==> config.mk <==
export PLATFORM = sky130hd
export DESIGN_NAME = mtl_frame_monitor
export DESIGN_NICKNAME = d
export VERILOG_FILES = /design/src/rtl/mtl_timing_pkg.sv /design/src/rtl/mtl_frame_signature.sv /design/src/rtl/mtl_frame_monitor.sv
export SDC_FILE = /design/constraint.sdc
export NUM_CORES = 1
export LEC_CHECK = 0
export BUFFER_PORTS_ARGS = -buffer_cell sky130_fd_sc_hd__buf_2
export CAP_MARGIN = 25
export CORE_MARGIN = 5
export CORE_UTILIZATION = 45
export CTS_CLUSTER_DIAMETER = 50
export CTS_CLUSTER_SIZE = 28
export DETAILED_ROUTE_END_ITERATION = 7
export GPL_TIMING_DRIVEN = 0
export HOLD_SLACK_MARGIN = 0.03
export SYNTH_ARGS = -nofsm -noshare
export SYNTH_HDL_FRONTEND = slang
export SYNTH_SLANG_ARGS = --single-unit
==> constraint.sdc <==
create_clock -name iCLK -period 5.7 [get_ports iCLK]
set_clock_uncertainty 0.05 [all_clocks]
set_input_delay 0.285 -clock iCLK [delete_from_list [all_inputs] [get_ports iCLK]]
set_output_delay 0.285 -clock iCLK [all_outputs]
set_load 0.01 [all_outputs]
==> src/rtl/mtl_timing_pkg.sv <==
// Shared MTL LCD timing constants, monitor state encoding and signature helper.
// Latency: n/a (package only).
// Backpressure: n/a (package only).
package mtl_timing_pkg;

   // 800x480 panel timing: clocks per line, lines per frame, blanking and porches.
   localparam int H_LINE        = 1056;
   localparam int V_LINE        = 525;
   localparam int H_BLANK       = 46;
   localparam int H_FRONT_PORCH = 210;
   localparam int V_BLANK       = 23;
   localparam int V_FRONT_PORCH = 22;

   localparam int ACTIVE_W = H_LINE - H_FRONT_PORCH - H_BLANK;  // 800
   localparam int ACTIVE_H = V_LINE - V_FRONT_PORCH - V_BLANK;  // 480

   typedef enum logic [1:0] {SEARCH, LINE, HLOCK, LOCKED} mon_state_t;

   // One step of the frame signature rotation.
   function automatic logic [15:0] rotl1(input logic [15:0] v);
      return {v[14:0], v[15]};
   endfunction

endpackage

==> src/rtl/mtl_frame_signature.sv <==
// Per-frame checksum accumulator, probe-pixel shadow and publish registers.
// Latency: accumulates in 1 clock; published values appear 2 clocks after publish.
// Backpressure: none; pure tap, every qualified pixel is consumed.
// Ports: clear (frame start, also samples probeX/probeY), en (accumulate pixel),
//        publish (last pixel of a locked frame), pix*/px/py pixel and coordinates,
//        frameDone pulse with checksum and probe colour outputs.
module mtl_frame_signature (
   input  logic        iCLK,
   input  logic        iRST_n,
   input  logic        clear,
   input  logic        en,
   input  logic        publish,
   input  logic [7:0]  pixR,
   input  logic [7:0]  pixG,
   input  logic [7:0]  pixB,
   input  logic [9:0]  px,
   input  logic [8:0]  py,
   input  logic [9:0]  probeX,
   input  logic [8:0]  probeY,
   output logic        frameDone,
   output logic [15:0] checksum,
   output logic [7:0]  probeR,
   output logic [7:0]  probeG,
   output logic [7:0]  probeB
);
   import mtl_timing_pkg::*;

   logic [15:0] acc;
   logic [7:0]  shR, shG, shB;
   logic [9:0]  probeXq;
   logic [8:0]  probeYq;
   logic        publishD;

   always_ff @(posedge iCLK or negedge iRST_n) begin
      if (!iRST_n) begin
         acc       <= '0;
         shR       <= '0;
         shG       <= '0;
         shB       <= '0;
         probeXq   <= '0;
         probeYq   <= '0;
         publishD  <= 1'b0;
         frameDone <= 1'b0;
         checksum  <= '0;
         probeR    <= '0;
         probeG    <= '0;
         probeB    <= '0;
      end else begin
         // Shadow is cleared each frame so an unreachable probe publishes zero.
         if (clear) begin
            acc     <= '0;
            shR     <= '0;
            shG     <= '0;
            shB     <= '0;
            probeXq <= probeX;
            probeYq <= probeY;
         end else if (en) begin
            acc <= rotl1(acc) ^ {pixR, pixG} ^ {8'h00, pixB};
            if (px == probeXq && py == probeYq) begin
               shR <= pixR;
               shG <= pixG;
               shB <= pixB;
            end
         end
         // Publish one cycle after the last pixel so acc already includes it.
         publishD  <= publish;
         frameDone <= publishD;
         if (publishD) begin
            checksum <= acc;
            probeR   <= shR;
            probeG   <= shG;
            probeB   <= shB;
         end
      end
   end

endmodule

==> src/rtl/mtl_frame_monitor.sv <==
// LCD receive-side monitor: recovers coordinates, checks HD/VD timing, signs each frame.
// Latency: oX/oY/oActive 2 clocks, oLocked/oErrCnt 2 clocks, frame results 3 clocks.
// Backpressure: none; passive tap on the LCD bus.
// Ports: iCLK/iRST_n clock and async active-low reset; iHD/iVD active-low syncs;
//        iLCD_R/G/B pixel; iProbeX/iProbeY probe coordinate; oLocked, oX, oY, oActive,
//        oFrameDone, oChecksum, oProbeR/G/B, oErrCnt status and results.
module mtl_frame_monitor #(
   parameter int H_LINE                 = mtl_timing_pkg::H_LINE,
   parameter int V_LINE                 = mtl_timing_pkg::V_LINE,
   parameter int Horizontal_Blank       = mtl_timing_pkg::H_BLANK,
   parameter int Horizontal_Front_Porch = mtl_timing_pkg::H_FRONT_PORCH,
   parameter int Vertical_Blank         = mtl_timing_pkg::V_BLANK,
   parameter int Vertical_Front_Porch   = mtl_timing_pkg::V_FRONT_PORCH
) (
   input  logic        iCLK,
   input  logic        iRST_n,
   input  logic        iHD,
   input  logic        iVD,
   input  logic [7:0]  iLCD_R,
   input  logic [7:0]  iLCD_G,
   input  logic [7:0]  iLCD_B,
   input  logic [9:0]  iProbeX,
   input  logic [8:0]  iProbeY,
   output logic        oLocked,
   output logic [9:0]  oX,
   output logic [8:0]  oY,
   output logic        oActive,
   output logic        oFrameDone,
   output logic [15:0] oChecksum,
   output logic [7:0]  oProbeR,
   output logic [7:0]  oProbeG,
   output logic [7:0]  oProbeB,
   output logic [7:0]  oErrCnt
);
   import mtl_timing_pkg::*;

   localparam int H_END = H_LINE - Horizontal_Front_Porch - 1;
   localparam int V_END = V_LINE - Vertical_Front_Porch - 1;

   localparam logic [10:0] X_LAST  = 11'(H_LINE - 1);
   localparam logic [9:0]  Y_LAST  = 10'(V_LINE - 1);
   localparam logic [10:0] X_FIRST = 11'(Horizontal_Blank);
   localparam logic [10:0] X_END   = 11'(H_END);
   localparam logic [9:0]  Y_FIRST = 10'(Vertical_Blank);
   localparam logic [9:0]  Y_END   = 10'(V_END);
   localparam logic [9:0]  PX_LAST = 10'(H_END - Horizontal_Blank);
   localparam logic [8:0]  PY_LAST = 9'(V_END - Vertical_Blank);

   // Input stage. Syncs reset to idle-high so reset release cannot fake a line start.
   logic       rHd, rHdD, rVd;
   logic [7:0] rR, rG, rB;
   logic [9:0] rProbeX;
   logic [8:0] rProbeY;

   always_ff @(posedge iCLK or negedge iRST_n) begin
      if (!iRST_n) begin
         rHd     <= 1'b1;
         rHdD    <= 1'b1;
         rVd     <= 1'b1;
         rR      <= '0;
         rG      <= '0;
         rB      <= '0;
         rProbeX <= '0;
         rProbeY <= '0;
      end else begin
         rHd     <= iHD;
         rHdD    <= rHd;
         rVd     <= iVD;
         rR      <= iLCD_R;
         rG      <= iLCD_G;
         rB      <= iLCD_B;
         rProbeX <= iProbeX;
         rProbeY <= iProbeY;
      end
   end

   logic ls, fs;
   assign ls = !rHd && rHdD;
   assign fs = ls && !rVd;

   // xCnt/yCnt hold the previous pixel's position; xNext/yNext are the position
   // of the pixel now in the input stage. Period checks use the former.
   logic [10:0] xCnt, xNext;
   logic [9:0]  yCnt, yNext;

   always_comb begin
      xNext = xCnt;
      if (ls)
         xNext = '0;
      else if (xCnt != '1)
         xNext = xCnt + 11'd1;
      yNext = yCnt;
      if (fs)
         yNext = '0;
      else if (ls && yCnt != '1)
         yNext = yCnt + 10'd1;
   end

   mon_state_t state, stateNext;
   logic       lineEnd, err;

   assign lineEnd = (xCnt == X_LAST);
   assign err = (state == LOCKED) &&
                ((ls && !lineEnd) || (!ls && lineEnd) ||
                 (fs && yCnt != Y_LAST) || (ls && !fs && yCnt == Y_LAST));

   always_comb begin
      stateNext = state;
      case (state)
         SEARCH: if (ls) stateNext = LINE;
         LINE:   if (ls && lineEnd) stateNext = HLOCK;
         HLOCK: begin
            if (ls) begin
               if (!lineEnd)
                  stateNext = LINE;
               else if (fs)
                  stateNext = LOCKED;
            end else if (lineEnd) begin
               stateNext = LINE;
            end
         end
         LOCKED: if (err) stateNext = SEARCH;
         default: stateNext = SEARCH;
      endcase
   end

   // Active-area coordinates, truncated to the output widths.
   logic       active, lastPix, en, publish;
   logic [9:0] px;
   logic [8:0] py;

   assign active  = (xNext >= X_FIRST) && (xNext <= X_END) &&
                    (yNext >= Y_FIRST) && (yNext <= Y_END);
   assign px      = xNext[9:0] - X_FIRST[9:0];
   assign py      = yNext[8:0] - Y_FIRST[8:0];
   assign lastPix = (px == PX_LAST) && (py == PY_LAST);
   // LOCKED is only entered at a frame start, so being LOCKED at the last
   // pixel means the whole frame was locked. An error in that cycle wins.
   assign en      = (state == LOCKED) && active;
   assign publish = en && lastPix && !err;

   always_ff @(posedge iCLK or negedge iRST_n) begin
      if (!iRST_n) begin
         state   <= SEARCH;
         xCnt    <= '0;
         yCnt    <= '0;
         oErrCnt <= '0;
         oX      <= '0;
         oY      <= '0;
         oActive <= 1'b0;
      end else begin
         state <= stateNext;
         xCnt  <= xNext;
         yCnt  <= yNext;
         if (err && oErrCnt != 8'hFF)
            oErrCnt <= oErrCnt + 8'd1;
         oActive <= active;
         if (active) begin
            oX <= px;
            oY <= py;
         end
      end
   end

   assign oLocked = (state == LOCKED);

   mtl_frame_signature uSig (
      .iCLK      (iCLK),
      .iRST_n    (iRST_n),
      .clear     (fs),
      .en        (en),
      .publish   (publish),
      .pixR      (rR),
      .pixG      (rG),
      .pixB      (rB),
      .px        (px),
      .py        (py),
      .probeX    (rProbeX),
      .probeY    (rProbeY),
      .frameDone (oFrameDone),
      .checksum  (oChecksum),
      .probeR    (oProbeR),
      .probeG    (oProbeG),
      .probeB    (oProbeB)
   );

endmodule
==> impl_metrics.env, run 1 <==
export IMPL_status="finished clean"
export IMPL_synth_area_leaders="dfrtp_1 53%, mux2_2 5.3%, nand2_1 5.3%"
export IMPL_holdPathEnd="rHdD$_DFF_PN1_"
export IMPL_path_common_cell="ha_1"
export IMPL_clk_latency_ns=0.43
export IMPL_synth_compound_area_share_pct=10.1
export IMPL_syn_nets=867
export IMPL_cts_tree="built"
export IMPL_arrival_ns=4.59
export IMPL_fin_ws_ns=1.38
export IMPL_synth_area_per_cell_um2=11.3
export IMPL_power_density_nw_per_um2=277
export IMPL_place_area_um2=10100
export IMPL_rsz0062_at_grt="false"
export IMPL_timing_rr_start="xCnt[0]$_DFF_PN0_"
export IMPL_drive_gt1_share_pct=24.8
export IMPL_min_from="rHd$_DFF_PN1_"
export IMPL_p_int_w=0.00227
export IMPL_grt_pass1_wl_um=35800
export IMPL_die_w_um=153
export IMPL_post_cts_resized=0
export IMPL_power_frac_comb_pct=10.7
export IMPL_vias=6636
export IMPL_drc=0
export IMPL_gp_congestion=0.892
export IMPL_clkPwrFrac_pct=40.8
export IMPL_path_clk_slew_ns=0.07
export IMPL_layout_commonest_cell="dfrtp_1"
export IMPL_reg2regPathDepth=16
export IMPL_wl_per_cell_um=17.2
export IMPL_drv_cap=0
export IMPL_ys_ff_latch=198
export IMPL_cpPeakStageDelay_ns=0.50
export IMPL_stdcell_area_um2=11200
export IMPL_drv_slew=0
export IMPL_cts_sinks=198
export IMPL_dp_worst_setup_slack_ns=1.41
export IMPL_rows=52
export IMPL_synth_top_cell_area_share_pct=53.4
export IMPL_n_fill_cell=1776
export IMPL_whs_path_depth=0
export IMPL_synthFlopType="dfrtp_1"
export IMPL_syn2layout_area_growth_pct=22.4
export IMPL_ys_warn_count=0
export IMPL_crit_chain="ha_1 -> nand4_1 -> buf_4 -> o31ai_1 -> and2_2 -> or2_4 -> clkinv_2 -> ha_1 -> a32oi_1 -> nor2_1 -> a2111o_1 -> mux2_2 -> and4_1 -> nand4_4 -> buf_6 -> mux2i_1"
export IMPL_hold_class="flip-flop to flip-flop"
export IMPL_detail_route_first_pass_iterations=5
export IMPL_crit_path_end_kind="flip-flop"
export IMPL_grt_max_degree=109
export IMPL_pwr_share_seq_pct=48.5
export IMPL_hpwlAfterDp_um=15400
export IMPL_ioPinCount=117
export IMPL_fmax_mhz=231
export IMPL_tightestPinTransition_ns=0.838
export IMPL_synth_top_family_by_area="simple AND/OR/NAND/NOR gates"
export IMPL_synth_cell_types=95
export IMPL_die_area_um2=23300
export IMPL_final_cell_mix="195 x dfrtp_1, 129 x nand2_1, 124 x buf_2, 46 x dlygate4sd3_1, 43 x mux2_2"
export IMPL_port_buffers=116
export IMPL_tns_ns=0
export IMPL_grt_util_all_layers_pct=19.2
export IMPL_ff_latch_area_um2=4960
export IMPL_irDropWorstVdd_mv=0.196
export IMPL_cp_max_fo=10
export IMPL_ys_seq_area_share_pct=54.2
export IMPL_globalRouteOverflowTotal=0
export IMPL_p_switching_w=0.000831
export IMPL_initial_core_util_pct=45.5
export IMPL_antenna_found_initial=0
export IMPL_multiInputGateArea_um2=3820
export IMPL_synth_xor_area_share_pct=6.10
export IMPL_hold_viol=0
export IMPL_synth_top_cell_by_area="dfrtp_1"
export IMPL_finalPower_w=0.00310
export IMPL_hold_slack_ns=0.358
export IMPL_finalWirelength_um=21900
export IMPL_relSlewSlack_pct=43.7
export IMPL_core_area_um2=20100
export IMPL_n_antenna_cell=0
export IMPL_ant_nets=0
export IMPL_cts_htree_levels=4
export IMPL_clockBufferDepth=2
export IMPL_nets=1049
export IMPL_synth_area_mux_share_pct=9.61
export IMPL_finalCritPeriodShare_pct=75.8
export IMPL_root_buffer="clkbuf_16"
export IMPL_p_leak_nw=5.63
export IMPL_p_sw_share_pct=26.8
export IMPL_synth_enable_flop_cells=0
export IMPL_slowest_stage="a2111o_1"
export IMPL_post_cts_buffers=0
export IMPL_setup_violations=0
export IMPL_die_h_um=153
export IMPL_synth_area_um2=9140
export IMPL_r2r_setup_slack_ns=1.38
export IMPL_worstPathRequired_ns=5.96
export IMPL_async_flop_share_pct=100
export IMPL_min_period_ns=4.32
export IMPL_worstSetupPathType="flip-flop to flip-flop"
export IMPL_syn_inst=810
export IMPL_synth_fa_ha_area_share_pct=1.37
export IMPL_drt_vias_per_instance=5.20
export IMPL_r2r_end="uSig.shG[5]$_DFFE_PN0P_"
export IMPL_start_kind="flip-flop"
export IMPL_cts_buffers=17
export IMPL_drt_initial_drc_count=335
export IMPL_grt_pass1_vias=6645
export IMPL_synthSimpleGateAreaFrac_pct=14.6
power groups by stage:
stage | Clock, W | Combinational, W | Sequential [W]
floorplan | 0 | 0.000199 | 0.00152
global placement | 0 | 0.000303 | 0.00153
detailed placement | 0 | 0.000307 | 0.00153
CTS | 0.00129 | 0.000335 | 0.00150
global route | 0.00135 | 0.000373 | 0.00151
finish | 0.00127 | 0.000333 | 0.00151
final cells by class:
class                      instances  share of cell area, %
sequential                       198                   44.3
clock inverter                    15                   1.84
buffer                            37                   1.78
tap                              270                   3.02
multi-input combinational        530                   34.1
inverter                          45                   1.52
timing repair buffer             163                   9.64
clock buffer                      17                   3.80
synth_stat cells, types with 4 or more instances:
cell type	number
and3_1	8
a31oi_1	8
dfrtp_1	195
nand2_1	129
nand3_1	9
inv_1	42
o31ai_1	5
nor2_1	28
buf_6	4
buf_4	5
xnor2_1	42
ha_1	10
nor4_1	4
nand4_1	16
a21o_1	6
o211ai_1	5
xor2_1	19
mux2_1	9
and4_1	9
or3_1	4
and2_1	6
nor3_1	6
nand2b_1	4
clkbuf_1	14
mux2i_1	27
mux2_2	43
a211oi_1	8
buf_1	5
buf_2	9
o21ai_0	32
a21oi_1	18
cell families after synthesis:
| family | Yosys count |
|---|---|
| flip-flops | 198 |
| AND/OR/NAND/NOR | 257 |
| AO/OA/AOI/OAI | 121 |
| multiplexers | 80 |
| XOR/XNOR | 62 |
| buffers and inverters | 82 |
| adder cells (fa/ha/maj) | 10 |
state kept, by name (all words and copies together) (netlist names), 9 cells and up:
register	cells
uSig.acc	16
uSig.checksum	16
xCnt	11
oX	10
rProbeX	10
uSig.probeXq	10
yCnt	10
oY	9
rProbeY	9
uSig.probeYq	9
what timing repair did:
| action | 4_1_cts | 5_1_grt |
|---|---|---|
| hold buffers | 46 | 0 |
| endpoints found under the hold margin | 132 | 0 |
| endpoints found under the setup margin | 0 | 0 |
routing by layer:
| metal | global-route usage [%] | routed length [um] | up-vias |
|---|---|---|---|
| met4 | 4.84 | 337 | 0 |
| met5 | 0 | 0 | - |
| met2 | 29.7 | 10000 | 166 |
| met3 | 4.35 | 1130 | 26 |
| li1 | - | - | 3186 |
| met1 | 27.8 | 10400 | 3258 |
stage by stage:
stage	util (%)	cells
floorplan	-	810
finish	55.7	1275
global placement	50.0	1196
CTS	55.7	1275
detailed placement	50.2	1197
global route	55.7	1275
critical path: cells and delay by family (launching register included):
kind / cells / cell delay [ns]
mux: 2 / 0.37
simple gates: 6 / 1.20
compound gates: 3 / 1.03
flops: 1 / 0.47
buf+inv: 3 / 0.54
fa+ha+maj: 2 / 0.54
how the worst max path moves through the flow:
stage / startpoint / endpoint / slack [ns] / cells after the start
after detailed placement: xCnt[0]$_DFF_PN0_ / uSig.shG[5]$_DFFE_PN0P_ / 1.41 / 16
after global placement: iRST_n / uSig.probeG[5]$_DFFE_PN0P_ / 0.92 / 1
after CTS: xCnt[0]$_DFF_PN0_ / uSig.shG[5]$_DFFE_PN0P_ / 1.37 / 16
final: xCnt[0]$_DFF_PN0_ / uSig.shG[5]$_DFFE_PN0P_ / 1.38 / 16
after floorplan: xCnt[0]$_DFF_PN0_ / uSig.shB[0]$_DFFE_PN0P_ / 2.04 / 16
after global routing: xCnt[0]$_DFF_PN0_ / uSig.shR[1]$_DFFE_PN0P_ / 1.06 / 15
Power figures use the tool's default switching activity.
==> run 2: changes to the inputs <==
Settings changed: PLACE_DENSITY set to 0.67.
Clock period 5.7 ns to 3.8 ns, I/O delays scaled along.
==> impl_metrics.env, run 2 (synthesized netlist as in run 1, its figures left out) <==
export IMPL_drive_gt1_share_pct=29.8
export IMPL_largestRegisters="uSig.acc x16, uSig.checksum x16, xCnt x11"
export IMPL_rsz0062_at_grt="true"
export IMPL_finalCritPeriodShare_pct=97.2
export IMPL_crit_path_end_kind="flip-flop"
export IMPL_r2r_setup_slack_ns=0.11
export IMPL_wl_per_cell_um=17.2
export IMPL_cp_max_fo=10
export IMPL_irDropWorstVdd_mv=0.305
export IMPL_cts_htree_levels=4
export IMPL_clk_latency_ns=0.43
export IMPL_fin_ws_ns=0.106
export IMPL_drt_vias_per_instance=5.21
export IMPL_nets=1073
export IMPL_worstSetupPathType="flip-flop to flip-flop"
export IMPL_initial_core_util_pct=45.5
export IMPL_die_w_um=153
export IMPL_detail_route_first_pass_iterations=6
export IMPL_antenna_found_initial=0
export IMPL_hold_class="input pin to asynchronous set/reset pin"
export IMPL_finalWirelength_um=22300
export IMPL_core_area_um2=20100
export IMPL_grt_util_all_layers_pct=19.3
export IMPL_drt_initial_drc_count=599
export IMPL_rows=52
export IMPL_fmax_mhz=271
export IMPL_worstPathRequired_ns=4.06
export IMPL_syn2layout_area_growth_pct=26.4
export IMPL_final_cell_mix="191 x dfrtp_1, 128 x nand2_1, 123 x buf_2, 46 x dlygate4sd3_1, 43 x mux2_2"
export IMPL_grt_pass1_vias=6721
export IMPL_hpwlAfterDp_um=15300
export IMPL_finalPower_w=0.00465
export IMPL_drc=0
export IMPL_drv_cap=0
export IMPL_globalRouteOverflowTotal=0
export IMPL_port_buffers=116
export IMPL_min_period_ns=3.69
export IMPL_power_density_nw_per_um2=403
export IMPL_root_buffer="clkbuf_16"
export IMPL_die_h_um=153
export IMPL_ant_nets=0
export IMPL_layout_commonest_cell="dfrtp_1"
export IMPL_cts_sinks=198
export IMPL_gp_congestion=0.900
export IMPL_grt_pass1_wl_um=36100
export IMPL_n_fill_cell=1720
export IMPL_relSlewSlack_pct=44.0
export IMPL_arrival_ns=3.96
export IMPL_vias=6773
export IMPL_path_clk_slew_ns=0.07
export IMPL_ioPinCount=117
export IMPL_hold_viol=0
export IMPL_reg2regPathDepth=17
export IMPL_final_util_pct=57.5
export IMPL_dp_worst_setup_slack_ns=-0.525
export IMPL_cts_tree="built"
export IMPL_status="finished clean"
export IMPL_grt_max_degree=115
export IMPL_n_antenna_cell=0
export IMPL_clockBufferDepth=2
export IMPL_drv_slew=0
export IMPL_cts_buffers=17
export IMPL_setup_violations=0
export IMPL_die_area_um2=23300
export IMPL_start_kind="flip-flop"
export IMPL_p_leak_nw=5.77
export IMPL_tightestPinTransition_ns=0.834
run 2: cell types whose count changed in the layout (fill, tap and decap cells not counted), sizes merged:
cell	before	now
clkinvlp	0	2
clkbuf	31	34
clkinv	9	5
bufinv	2	1
buf	140	163
bufbuf	0	1
run 2: critical path: stages, from the launching register on:
cell and delay [ns]:
dfrtp_2 0.40, ha_4 0.17, nand4_1 0.13, buf_6 0.18, o31ai_2 0.18, and2_4 0.19
or2_4 0.13, inv_4 0.05, ha_4 0.18, a32oi_4 0.32, nor2_4 0.08, a2111o_1 0.45
mux2_2 0.24, and4_4 0.22, nand4_4 0.18, buf_6 0.18, buf_12 0.14, mux2i_1 0.12
run 2: where the power goes:
group | leakage, nW | switching (W) | internal [W] | total, W
clock | 0.281 | 0.000821 | 0.000952 | 0.00177
sequential | 2.61 | 0.0000781 | 0.00219 | 0.00227
combinational | 2.88 | 0.000337 | 0.000279 | 0.000617
total | 5.77 | 0.00124 | 0.00342 | 0.00465
run 2: metrics by stage:
stage               instance area, um2  TNS, ns  std cells  hold slack, ns
floorplan                         9140        0        810          -0.156
global placement                 10100  -178.61       1196           0.248
detailed placement               10100   -24.68       1197           0.169
CTS                              11300        0       1285           0.307
global route                     11600   -0.189       1299           0.334
finish                           11600        0       1299           0.268
run 2: worst paths after layout:
kind                                           endpoint               from
worst max register to register  uSig.shR[3]$_DFFE_PN0P_  xCnt[1]$_DFF_PN0_
worst max-delay path            uSig.shR[3]$_DFFE_PN0P_  xCnt[1]$_DFF_PN0_
worst min-delay path                  yCnt[3]$_DFF_PN0_             iRST_n
min in group iCLK                  rProbeY[2]$_DFF_PN0_         iProbeY[2]
worst min register to register           rHdD$_DFF_PN1_      rHd$_DFF_PN1_
max in group asynchronous       uSig.acc[6]$_DFFE_PN0P_             iRST_n
run 2: cell type report:
cell class	instances	area, um2	area share, %
Buffer	37	224	1.94
Clock buffer	20	457	3.95
Clock inverter	12	118	1.02
Inverter	45	171	1.48
Multi-Input combinational cell	530	4000	34.6
Sequential cell	198	4960	42.9
Tap cell	270	338	2.92
Timing Repair Buffer	187	1290	11.2
run 2: timing repair:
action                     4_1_cts  5_1_grt
setup buffers                    9       14
hold endpoints to repair       126        0
pin swaps                        7       11
gates cloned                     1        0
setup endpoints to repair       61       57
gates resized for setup         31       25
hold buffers                    46        0
run 2: routing by layer:
layer  global-route usage, %  wire length [um]  share of wire [%]
met1                    27.6             10300                 46
met2                    30.2             10500                 47
met3                    4.03              1200                5.4
met4                    5.26               308                1.4
met5                       0                 0                  0
==> run 3: changes to the inputs <==
Settings changed: BUFFER_PORTS_ARGS -buffer_cell sky130_fd_sc_hd__buf_2 to not set, DONT_BUFFER_PORTS set to 1, PLACE_DENSITY 0.67 to not set.
==> impl_metrics.env, run 3 (synthesized netlist as in run 1, its figures left out) <==
export IMPL_grt_max_degree=199
export IMPL_ctsHoldBuffers=45
export IMPL_antenna_found_initial=0
export IMPL_tightestPinTransition_ns=0.822
export IMPL_drt_initial_drc_count=352
export IMPL_hpwlAfterDp_um=16300
export IMPL_r2r_end="uSig.shR[4]$_DFFE_PN0P_"
export IMPL_layout_commonest_cell="dfrtp_1"
export IMPL_timing_rr_start="rHdD$_DFF_PN1_"
export IMPL_n_antenna_cell=0
export IMPL_p_int_w=0.00335
export IMPL_cts_tree="built"
export IMPL_grt_util_all_layers_pct=19.8
export IMPL_finalWirelength_um=22900
export IMPL_path_common_cell="inv_2"
export IMPL_cts_buffers=17
export IMPL_p_sw_share_pct=27.9
export IMPL_final_util_pct=54.5
export IMPL_drv_cap=0
export IMPL_start_kind="flip-flop"
export IMPL_initial_core_util_pct=45.5
export IMPL_power_frac_comb_pct=11.8
export IMPL_ioPinCount=117
export IMPL_cpPeakStageDelay_ns=0.57
export IMPL_power_density_nw_per_um2=425
export IMPL_grt_pass1_vias=6603
export IMPL_drive_gt1_share_pct=20.7
export IMPL_drv_slew=0
export IMPL_min_period_ns=3.69
export IMPL_port_buffers=0
export IMPL_vias=6343
export IMPL_clkPwrFrac_pct=39.5
export IMPL_cts_sinks=198
export IMPL_worstSetupPathType="flip-flop to flip-flop"
export IMPL_reg2regPathDepth=15
export IMPL_p_switching_w=0.00130
export IMPL_p_leak_nw=5.16
export IMPL_largestRegisters="uSig.acc x16, uSig.checksum x16, xCnt x11"
export IMPL_clockBufferDepth=2
export IMPL_crit_buf_inv=5
export IMPL_place_area_um2=9480
export IMPL_wl_per_cell_um=19.4
export IMPL_core_area_um2=20100
export IMPL_die_w_um=153
export IMPL_slowest_stage="dfstp_2"
export IMPL_hold_class="input pin to asynchronous set/reset pin"
export IMPL_arrival_ns=3.96
export IMPL_crit_chain="nor2b_4 -> buf_6 -> inv_2 -> buf_4 -> o2111ai_2 -> inv_2 -> ha_4 -> a32oi_4 -> nor2_4 -> a2111o_1 -> mux2_2 -> and4_4 -> nand4_4 -> buf_12 -> mux2i_4"
export IMPL_rows=52
export IMPL_busiest_layer="met2"
export IMPL_hold_viol=198
export IMPL_drc=0
export IMPL_drt_vias_per_instance=5.39
export IMPL_violations="negative hold slack"
export IMPL_stdcell_area_um2=11000
export IMPL_grt_use_met3_pct=5.08
export IMPL_crit_family="compound AO/OA/AOI/OAI gates"
export IMPL_finalCritPeriodShare_pct=97.1
export IMPL_path_clk_slew_ns=0.08
export IMPL_final_cell_mix="191 x dfrtp_1, 129 x nand2_1, 45 x dlygate4sd3_1, 43 x mux2_2, 42 x xnor2_1"
export IMPL_root_buffer="clkbuf_16"
export IMPL_status="finished, violations left"
export IMPL_setup_violations=0
export IMPL_fmax_mhz=271
export IMPL_clk_latency_ns=0.44
export IMPL_cp_max_fo=10
export IMPL_die_h_um=153
export IMPL_hold_slack_ns=-0.608
export IMPL_globalRouteOverflowTotal=0
export IMPL_grtUsageMet1_pct=27.4
export IMPL_worstPathRequired_ns=4.07
export IMPL_crit_path_end_kind="flip-flop"
export IMPL_irDropWorstVdd_mv=0.273
export IMPL_nets=951
export IMPL_die_area_um2=23300
export IMPL_grt_pass1_wl_um=36700
export IMPL_relSlewSlack_pct=44.8
export IMPL_pwr_share_seq_pct=48.7
export IMPL_r2r_setup_slack_ns=0.11
export IMPL_cts_htree_levels=4
export IMPL_ant_nets=0
export IMPL_detail_route_first_pass_iterations=5
export IMPL_syn2layout_area_growth_pct=19.8
export IMPL_gp_congestion=0.824
export IMPL_grtUsageMet2_pct=31.4
[run 3: metrics by stage]
stage | TNS, ns | setup WS, ns | power, W | instances
after floorplan | 0 | 0.141 | 0.00258 | 810
after global placement | -20.17 | -0.443 | 0.00269 | 1080
after detailed placement | -22.47 | -0.505 | 0.00269 | 1080
after CTS | 0 | 0.00421 | 0.00462 | 1163
after global routing | -0.00000755 | -0.00000755 | 0.00485 | 1177
final | 0 | 0.111 | 0.00465 | 1177
[run 3: power by group through the flow]
| stage | Clock (W) | Sequential (W) | Combinational (W) |
|---|---|---|---|
| finish | 0.00184 | 0.00226 | 0.000547 |
| global route | 0.00198 | 0.00227 | 0.000597 |
| CTS | 0.00189 | 0.00226 | 0.000474 |
| detailed placement | 0 | 0.00230 | 0.000390 |
| global placement | 0 | 0.00230 | 0.000390 |
| floorplan | 0 | 0.00228 | 0.000299 |
[run 3: worst register-to-register path, stage by stage, from the launching register on]
cell	delay (ns)
dfstp_2	0.57
nor2b_4	0.16
buf_6	0.15
inv_2	0.05
buf_4	0.19
o2111ai_2	0.16
inv_2	0.12
ha_4	0.20
a32oi_4	0.32
nor2_4	0.09
a2111o_1	0.47
mux2_2	0.24
and4_4	0.22
nand4_4	0.18
buf_12	0.21
mux2i_4	0.18
[run 3: worst max path at each step]
stage          cells past startpoint  slack (ns)              start                 endpoint
2_1_floorplan                     16        0.14  xCnt[0]$_DFF_PN0_  uSig.shB[0]$_DFFE_PN0P_
3_5_place_dp                      16       -0.50  xCnt[1]$_DFF_PN0_  uSig.shR[4]$_DFFE_PN0P_
4_1_cts                           12       0.004  yCnt[0]$_DFF_PN0_  uSig.shR[4]$_DFFE_PN0P_
5_1_grt                           13   -0.000008  xCnt[4]$_DFF_PN0_        oY[3]$_DFFE_PN0P_
3_3_place_gp                      14       -0.44  yCnt[0]$_DFF_PN0_  uSig.shR[2]$_DFFE_PN0P_
6_report                          15        0.11     rHdD$_DFF_PN1_  uSig.shR[4]$_DFFE_PN0P_
[run 3: per-layer routing]
layer	routed length, um	part of all wire, %	vias to the layer above
met1	10400	46	3158
met4	303	1.3	0
met2	10900	48	176
met5	0	0	-
li1	-	-	2985
met3	1230	5.4	24
[run 3: final cells by class]
class                   instances  area, um2
plain buffers                  37        224
clock buffers                  17        425
clock inverters                15        195
fillers                      1698       9150
inverters                      45        174
multi-input cells             530       4010
flip-flops and latches        198       4960
well taps                     270        338
repair buffers                 65        618
[run 3: repair_timing]
item                       4_1_cts  5_1_grt
pin swaps                        4       13
cloned                           0        1
gates resized for setup         28       30
setup endpoints to repair       61       55
hold endpoints to repair       243      198
buffers inserted                 6       13
